## src/rtl/fetch_ctrl_pkg.sv

```systemverilog
// Shared definitions for the instruction-fetch controller.
// Holds the datapath width, the PC increment and the FSM state encoding.

`ifndef WIDTH
`define WIDTH 32
`endif

package fetch_ctrl_pkg;

    // Address / instruction width, tied to the global `WIDTH define.
    localparam int unsigned WORD_W = `WIDTH;

    // Byte distance between sequential instructions.
    localparam int unsigned PC_INC = 4;

    // Fetch sequencer states.
    typedef enum logic [1:0] {
        ST_BOOT  = 2'd0,
        ST_FETCH = 2'd1,
        ST_BUSY  = 2'd2,
        ST_DRAIN = 2'd3
    } fetch_state_t;

endpackage : fetch_ctrl_pkg

```

## src/rtl/fetch_ctrl_if.sv

```systemverilog
// Instruction-memory request/ack channel.
//   imem_req   : fetch request (master -> slave)
//   imem_addr  : fetch address (master -> slave)
//   imem_ack   : request accepted, rdata valid this cycle (slave -> master)
//   imem_rdata : fetched instruction (slave -> master)

interface fetch_ctrl_if #(
    parameter int unsigned WIDTH = fetch_ctrl_pkg::WORD_W
) ();

    logic             imem_req;
    logic [WIDTH-1:0] imem_addr;
    logic             imem_ack;
    logic [WIDTH-1:0] imem_rdata;

    // Fetch controller side.
    modport master (
        output imem_req,
        output imem_addr,
        input  imem_ack,
        input  imem_rdata
    );

    // Instruction memory side.
    modport slave (
        input  imem_req,
        input  imem_addr,
        output imem_ack,
        output imem_rdata
    );

endinterface : fetch_ctrl_if

```

## src/rtl/fetch_skid_buf.sv

```systemverilog
// One-entry skid buffer holding a fetched word that arrived while IF/ID was
// stalled by a load-use hazard.
//   clk, rst : clock, synchronous active-low reset
//   load     : capture data_in and mark valid
//   clear    : discard the held word (redirect)
//   drain    : held word consumed by IF/ID
//   data_in  : word to capture
//   valid    : a word is held
//   data     : held word

module fetch_skid_buf
    import fetch_ctrl_pkg::*;
#(
    parameter int unsigned WIDTH = WORD_W
) (
    input  logic             clk,
    input  logic             rst,
    input  logic             load,
    input  logic             clear,
    input  logic             drain,
    input  logic [WIDTH-1:0] data_in,
    output logic             valid,
    output logic [WIDTH-1:0] data
);

    // Clear/drain win over load; the controller never asks for both.
    always_ff @(posedge clk) begin
        if (!rst) begin
            valid <= 1'b0;
            data  <= '0;
        end else if (clear || drain) begin
            valid <= 1'b0;
        end else if (load) begin
            valid <= 1'b1;
            data  <= data_in;
        end
    end

endmodule : fetch_skid_buf

```

## src/rtl/fetch_ctrl.sv

```systemverilog
// PC sequencing and instruction fetch for the 5-stage MIPS pipeline.
// Arbitrates redirects (EX branch over ID jump), load-use stalls and memory
// wait states, and steers fetched words into IF/ID or the skid buffer.
//   clk, rst       : clock, synchronous active-low reset
//   pc_cur         : current PC from the PC register
//   pc_next        : next PC to the PC register
//   stall_pc       : hold the PC register
//   imem           : instruction-memory req/ack channel (master)
//   hazard_stall   : load-use stall from ID
//   branch_taken   : EX redirect, branch_target its destination
//   jump           : ID redirect, jump_target its destination
//   ifid_load      : load IF/ID with inst_out
//   flush_ifid     : clear IF/ID to a bubble
//   inst_out       : instruction into IF/ID
// Outputs are combinational from state and inputs.

module fetch_ctrl
    import fetch_ctrl_pkg::*;
#(
    parameter int unsigned      WIDTH    = WORD_W,
    parameter logic [WIDTH-1:0] RESET_PC = '0
) (
    input  logic             clk,
    input  logic             rst,
    input  logic [WIDTH-1:0] pc_cur,
    output logic [WIDTH-1:0] pc_next,
    output logic             stall_pc,
    fetch_ctrl_if.master     imem,
    input  logic             hazard_stall,
    input  logic             branch_taken,
    input  logic [WIDTH-1:0] branch_target,
    input  logic             jump,
    input  logic [WIDTH-1:0] jump_target,
    output logic             ifid_load,
    output logic             flush_ifid,
    output logic [WIDTH-1:0] inst_out
);

    fetch_state_t     state;
    fetch_state_t     state_nxt;

    logic             redir;
    logic [WIDTH-1:0] target;
    logic [WIDTH-1:0] pc_inc;
    logic             req_active;

    logic             buf_load;
    logic             buf_clear;
    logic             buf_drain;
    logic             buf_valid;
    logic [WIDTH-1:0] buf_data;

    logic             pend_load;
    logic [WIDTH-1:0] pend_target;

    // Redirect mux: EX branch outranks ID jump.
    assign redir  = branch_taken | jump;
    assign target = branch_taken ? branch_target : jump_target;
    assign pc_inc = pc_cur + WIDTH'(PC_INC);

    // A request is outstanding in BUSY/DRAIN; FETCH only starts one when
    // the skid buffer is empty and ID is not stalled.
    assign req_active = (state == ST_BUSY) || (state == ST_DRAIN) ||
                        ((state == ST_FETCH) && !buf_valid && !hazard_stall);

    // Address follows the PC; the PC is held while a request waits.
    assign imem.imem_req  = req_active;
    assign imem.imem_addr = pc_cur;

    // State register.
    always_ff @(posedge clk) begin
        if (!rst) begin
            state <= ST_BOOT;
        end else begin
            state <= state_nxt;
        end
    end

    // Redirect target remembered while an abandoned request drains.
    always_ff @(posedge clk) begin
        if (!rst) begin
            pend_target <= '0;
        end else if (pend_load) begin
            pend_target <= target;
        end
    end

    // Next-state logic.
    always_comb begin
        state_nxt = state;
        case (state)
            ST_BOOT: begin
                state_nxt = ST_FETCH;
            end
            ST_FETCH, ST_BUSY: begin
                if (req_active) begin
                    if (imem.imem_ack) begin
                        state_nxt = ST_FETCH;
                    end else if (redir) begin
                        state_nxt = ST_DRAIN;
                    end else begin
                        state_nxt = ST_BUSY;
                    end
                end else begin
                    state_nxt = ST_FETCH;
                end
            end
            ST_DRAIN: begin
                if (imem.imem_ack) begin
                    state_nxt = ST_FETCH;
                end
            end
            default: begin
                state_nxt = ST_BOOT;
            end
        endcase
    end

    // Output and datapath-control logic.
    always_comb begin
        pc_next    = pc_inc;
        stall_pc   = 1'b1;
        ifid_load  = 1'b0;
        flush_ifid = 1'b0;
        inst_out   = '0;
        buf_load   = 1'b0;
        buf_clear  = 1'b0;
        buf_drain  = 1'b0;
        pend_load  = 1'b0;

        case (state)
            ST_BOOT: begin
                pc_next = RESET_PC;
            end
            ST_FETCH, ST_BUSY: begin
                if (req_active) begin
                    if (imem.imem_ack) begin
                        stall_pc = 1'b0;
                        if (redir) begin
                            // Word belongs to the wrong path: drop it.
                            pc_next    = target;
                            flush_ifid = 1'b1;
                            buf_clear  = 1'b1;
                        end else if (!hazard_stall) begin
                            inst_out  = imem.imem_rdata;
                            ifid_load = 1'b1;
                        end else begin
                            // IF/ID is frozen; park the word.
                            buf_load = 1'b1;
                        end
                    end else if (redir) begin
                        // Request cannot be withdrawn; drain it first.
                        pend_load  = 1'b1;
                        flush_ifid = 1'b1;
                    end
                end else if (redir) begin
                    pc_next    = target;
                    stall_pc   = 1'b0;
                    flush_ifid = 1'b1;
                    buf_clear  = 1'b1;
                end else if (buf_valid && !hazard_stall) begin
                    // Replay the parked word; PC already advanced past it.
                    inst_out  = buf_data;
                    ifid_load = 1'b1;
                    buf_drain = 1'b1;
                end
            end
            ST_DRAIN: begin
                if (imem.imem_ack) begin
                    stall_pc = 1'b0;
                    if (redir) begin
                        pc_next    = target;
                        flush_ifid = 1'b1;
                    end else begin
                        pc_next = pend_target;
                    end
                end else if (redir) begin
                    pend_load  = 1'b1;
                    flush_ifid = 1'b1;
                end
            end
            default: begin
                pc_next = RESET_PC;
            end
        endcase
    end

    fetch_skid_buf #(
        .WIDTH(WIDTH)
    ) u_skid (
        .clk    (clk),
        .rst    (rst),
        .load   (buf_load),
        .clear  (buf_clear),
        .drain  (buf_drain),
        .data_in(imem.imem_rdata),
        .valid  (buf_valid),
        .data   (buf_data)
    );

endmodule : fetch_ctrl

```

## src/flat_wrapper.sv

```systemverilog
// flat-port wrapper written by rule: the top's interface ports become plain ports
module fetch_ctrl_flat import fetch_ctrl_pkg::*;
#(
    parameter int unsigned      WIDTH    = WORD_W,
    parameter logic [WIDTH-1:0] RESET_PC = '0
)
  (clk, rst, pc_cur, pc_next, stall_pc, hazard_stall, branch_taken, branch_target, jump, jump_target, ifid_load, flush_ifid, inst_out, imem_imem_req, imem_imem_addr, imem_imem_ack, imem_imem_rdata);
  fetch_ctrl_if #(.WIDTH(WIDTH)) imem_i ();
  input  logic clk;
  input  logic rst;
  input  logic [WIDTH-1:0] pc_cur;
  output logic [WIDTH-1:0] pc_next;
  output logic stall_pc;
  input  logic hazard_stall;
  input  logic branch_taken;
  input  logic [WIDTH-1:0] branch_target;
  input  logic jump;
  input  logic [WIDTH-1:0] jump_target;
  output logic ifid_load;
  output logic flush_ifid;
  output logic [WIDTH-1:0] inst_out;
  output wire logic [$bits(imem_i.imem_req)-1:0] imem_imem_req;
  output wire logic [$bits(imem_i.imem_addr)-1:0] imem_imem_addr;
  input wire logic [$bits(imem_i.imem_ack)-1:0] imem_imem_ack;
  input wire logic [$bits(imem_i.imem_rdata)-1:0] imem_imem_rdata;
  assign imem_imem_req = imem_i.imem_req;
  assign imem_imem_addr = imem_i.imem_addr;
  assign imem_i.imem_ack = imem_imem_ack;
  assign imem_i.imem_rdata = imem_imem_rdata;
  fetch_ctrl #(.WIDTH(WIDTH), .RESET_PC(RESET_PC)) u_core (.clk(clk), .rst(rst), .pc_cur(pc_cur), .pc_next(pc_next), .stall_pc(stall_pc), .imem(imem_i), .hazard_stall(hazard_stall), .branch_taken(branch_taken), .branch_target(branch_target), .jump(jump), .jump_target(jump_target), .ifid_load(ifid_load), .flush_ifid(flush_ifid), .inst_out(inst_out));
endmodule
```

## config.mk

```make
export PLATFORM = sky130hd
export DESIGN_NAME = fetch_ctrl_flat
export DESIGN_NICKNAME = d
export VERILOG_FILES = /design/src/rtl/fetch_ctrl_pkg.sv /design/src/rtl/fetch_ctrl_if.sv /design/src/rtl/fetch_skid_buf.sv /design/src/rtl/fetch_ctrl.sv /design/src/flat_wrapper.sv
export SDC_FILE = /design/constraint.sdc
export NUM_CORES = 1
export LEC_CHECK = 0
export BUFFER_PORTS_ARGS = -buffer_cell sky130_fd_sc_hd__clkbuf_2
export CAP_MARGIN = 20
export CORE_MARGIN = 8
export CORE_UTILIZATION = 35
export CTS_CLUSTER_DIAMETER = 50
export DETAILED_ROUTE_END_ITERATION = 16
export GPL_TIMING_DRIVEN = 0
export HOLD_SLACK_MARGIN = 0.12
export PLACE_DENSITY = 0.61
export SYNTH_ARGS = -nofsm -noshare
export SYNTH_HDL_FRONTEND = slang
export SYNTH_SLANG_ARGS = --single-unit
```

## constraint.sdc

```tcl
create_clock -name clk -period 2.8 [get_ports clk]
set_input_delay 0.28 -clock clk [delete_from_list [all_inputs] [get_ports clk]]
set_output_delay 0.28 -clock clk [all_outputs]
set_load 0.01 [all_outputs]
```

==> qor.yml <==
critical_path:
  path_max_fanout: 10
  path_class: "flip-flop to output pin"
  cpPeakStageDelay_ns: 0.51
  endpoint_kind: "output pin"
  crit_path_frequent_cell: "clkbuf_1"
  critPathTopFamily: "buffers and inverters"
  cp_num_buf_inv: 4
  cp-start-kind: "flip-flop"
  r2r_slack_ns: 0.48
  critical-path-slowest-cell: "clkbuf_1"
  crit_chain: "inv_2, ha_2, clkbuf_1, clkbuf_1, a31oi_1, clkbuf_2"
  required_ns: 2.52
  arrival_ns: 2.48
global_routing:
  grt_use_total_pct: 22.2
  antenna_found_initial: 0
  grt_pass1_wl_microns: 35300
  grt_max_degree: 12
  first_global_vias: 6351
  overflow: 0
placed_design:
  dp_hpwl_microns: 18500
  place_ws_ns: -0.102
  place_congestion: 0.907
  numPortBuffers: 231
  dp_cells: 1196
final_layout:
  final_common_cell: "clkbuf_2"
  nNetsFinal: 1137
  antenna_cells: 0
  finalNonFillerCells: 1218
  drive_gt1_share_pct: 37.7
  final_cell_mix: "234 x clkbuf_2, 97 x nand2_1, 65 x dfxtp_1, 46 x buf_4, 38 x nor2_1"
  synthToLayoutAreaGrowth_pct: 32.7
  fillers: 1624
sta:
  fmax_mhz: 362
  slew_violations: 0
  min_period_over_period_pct: 98.7
  setup_tns_ns: 0
  clock_skew_ns: 0.0110
  fin_ws_ns: 0.0358
  worst_pin_slew_ns: 0.836
  fin_crit_ns: 2.76
  setup_viol: 0
  hold_viol_final: 0
  relSlewSlack_pct: 44.2
  holdWs_ns: 0.178
  rsz0062_at_grt: "yes"
synth:
  synth_ff_type: "dfxtp_1"
  syn-num-nets: 889
  synth_top_area_share_pct: 23.5
  ys_types: 65
  yosysSeqAreaShare_pct: 23.5
  ys_top_cells_by_area: "dfxtp_1 23%, nand2_1 6.4%, o221a_2 4.9%"
  synth_top_cell_by_area: "dfxtp_1"
  synth_enable_flop_cells: 0
  syn_inst: 749
  synth-seq-cells: 67
  syn_area_sq_um: 5720
  syn_avg_cell_area_sq_um: 7.63
  ys_async_sr_fraction_pct: 0
  yosys_warnings: 0
power:
  p_leak_nw: 3.27
  powerDensity_nw_per_um2: 389
  ir_drop_mv: 0.269
floorplan:
  dieArea_sq_um: 20700
  start_util_pct: 35.9
  die_h_microns: 144
  coreArea_sq_um: 15900
  die_w_microns: 144
  rows: 46
  pin_count: 234
clock_network:
  ctsRootBufferMaster: "clkbuf_16"
  clockBufferDepth: 2
  cts_buffers: 9
  cts_hold_buf: 0
  clk_pin_slew_ns: 0.06
  cts.sinks: 67
  tritoncts: "yes"
  ctsHtreeMaxLevel: 3
  clk_latency_ns: 0.34
detailed_routing:
  drc_errors: 0
  via_per_inst: 5.50
  avgRoutedWirePerCell_microns: 19.8
  num_vias: 6699
  wl_microns: 24100
  drt_iter0_markers: 569
  drt_pass1_iterations: 5
  antenna_left: 0
run:
  cap_viol_max_count: 0
hold_path:
  holdCritPathClass: "input port to flip-flop"
status:
  outcome: "completed"
tightest hold or removal path: cells and delay by family:
kind	cells	cell delay [ns]
AO/OA/AOI/OAI	1	0.06
buffers and inverters	1	0.09
AND/OR/NAND/NOR	1	0.04
what timing repair did:
| action | CTS | global route |
|---|---|---|
| setup endpoints to repair | 55 | 39 |
| cloned | 0 | 0 |
| pin swaps | 2 | 7 |
| setup buffers | 4 | 3 |
| gates resized for setup | 25 | 12 |
synthesized netlist by cell type (4+ instances only):
cell      number
nand2b_1      12
a21boi_0      32
xnor2_1       12
nand3_1       22
clkbuf_1      32
o22ai_1       13
nand4_1        5
inv_1         23
o21ai_0       33
nor3_1         7
o211a_1        5
a21oi_1       27
and3_1         6
dfxtp_1       67
nand2_1       98
o211ai_1       9
nor2_1        39
a31oi_1        6
o21a_1        21
ha_1           6
or2_2          5
o221a_2       25
o31ai_1        5
nor2b_1       38
o22a_1        10
buf_4         36
xor2_1        14
mux2i_1       13
a22oi_1       37
mux2_2         4
buf_2         22
nor4_1         6
o221ai_1       4
final timing paths:
check,startpoint,end,cells after the start
worst max-delay path,u_core.state[0]$_SDFFE_PN0N_,pc_next[18],6
worst min-delay path,imem_imem_rdata[23],u_core.u_skid.data[23]$_SDFFE_PN0P_,3
worst max register to register,u_core.state[1]$_SDFFE_PN0N_,u_core.pend_target[16]$_SDFFE_PN0P_,9
worst min register to register,u_core.u_skid.data[30]$_SDFFE_PN0P_,u_core.u_skid.data[30]$_SDFFE_PN0P_,2
sequential cells by signal, summed over array words and instances (netlist names):
signal,count
u_core.pend_target,32
u_core.state,2
u_core.u_skid.data,32
u_core.u_skid.valid,1
power breakdown:
part / internal [mW] / total (mW) / switching (mW) / leakage, nW
logic: 0.323 / 0.770 / 0.448 / 2.58
registers: 0.968 / 0.978 / 0.00964 / 0.542
clock network: 0.741 / 1.20 / 0.461 / 0.146
metal layers:
layer	share of wire, %	track usage [%]	up-vias	wire length, microns
met1	44	28.9	3116	10600
met2	45	35.7	337	10900
li1	-	-	3207	-
met3	8.4	4.35	39	2030
met5	0	0	-	0
met4	2.1	8.08	0	498
stage by stage:
stage / utilization (%) / power, mW / instance area, sq um
floorplan: - / 1.40 / 5720
global placement: 44.8 / 1.73 / 7140
detailed placement: 44.8 / 1.73 / 7140
CTS: 47.3 / 2.94 / 7540
global route: 47.6 / 3.06 / 7590
finish: 47.6 / 2.95 / 7590
area by class of cell:
type                            instances  area, sq um  share of cell area (%)
Tap cell                              216          270                    3.56
Inverter                               24         90.1                    1.19
Timing Repair Buffer                  238         1210                    15.9
Clock inverter                          3         46.3                   0.610
Buffer                                 94          556                    7.32
Sequential cell                        67         1350                    17.8
Multi-Input combinational cell        563         3810                    50.2
Clock buffer                           13          260                    3.43
cell families after synthesis:
| family | count (synthesis) | synth area share [%] |
|---|---|---|
| xor gates and xnor gates | 26 | 3.98 |
| and+or+nand+nor | 256 | 23.1 |
| AOI/OAI and AO/OA | 258 | 34.1 |
| muxes | 17 | 3.06 |
| DFF | 67 | 23.5 |
| adders and majority gates | 6 | 1.31 |
| buffers and inverters | 119 | 11.1 |
No activity file was read; power rests on OpenSTA's default activity.
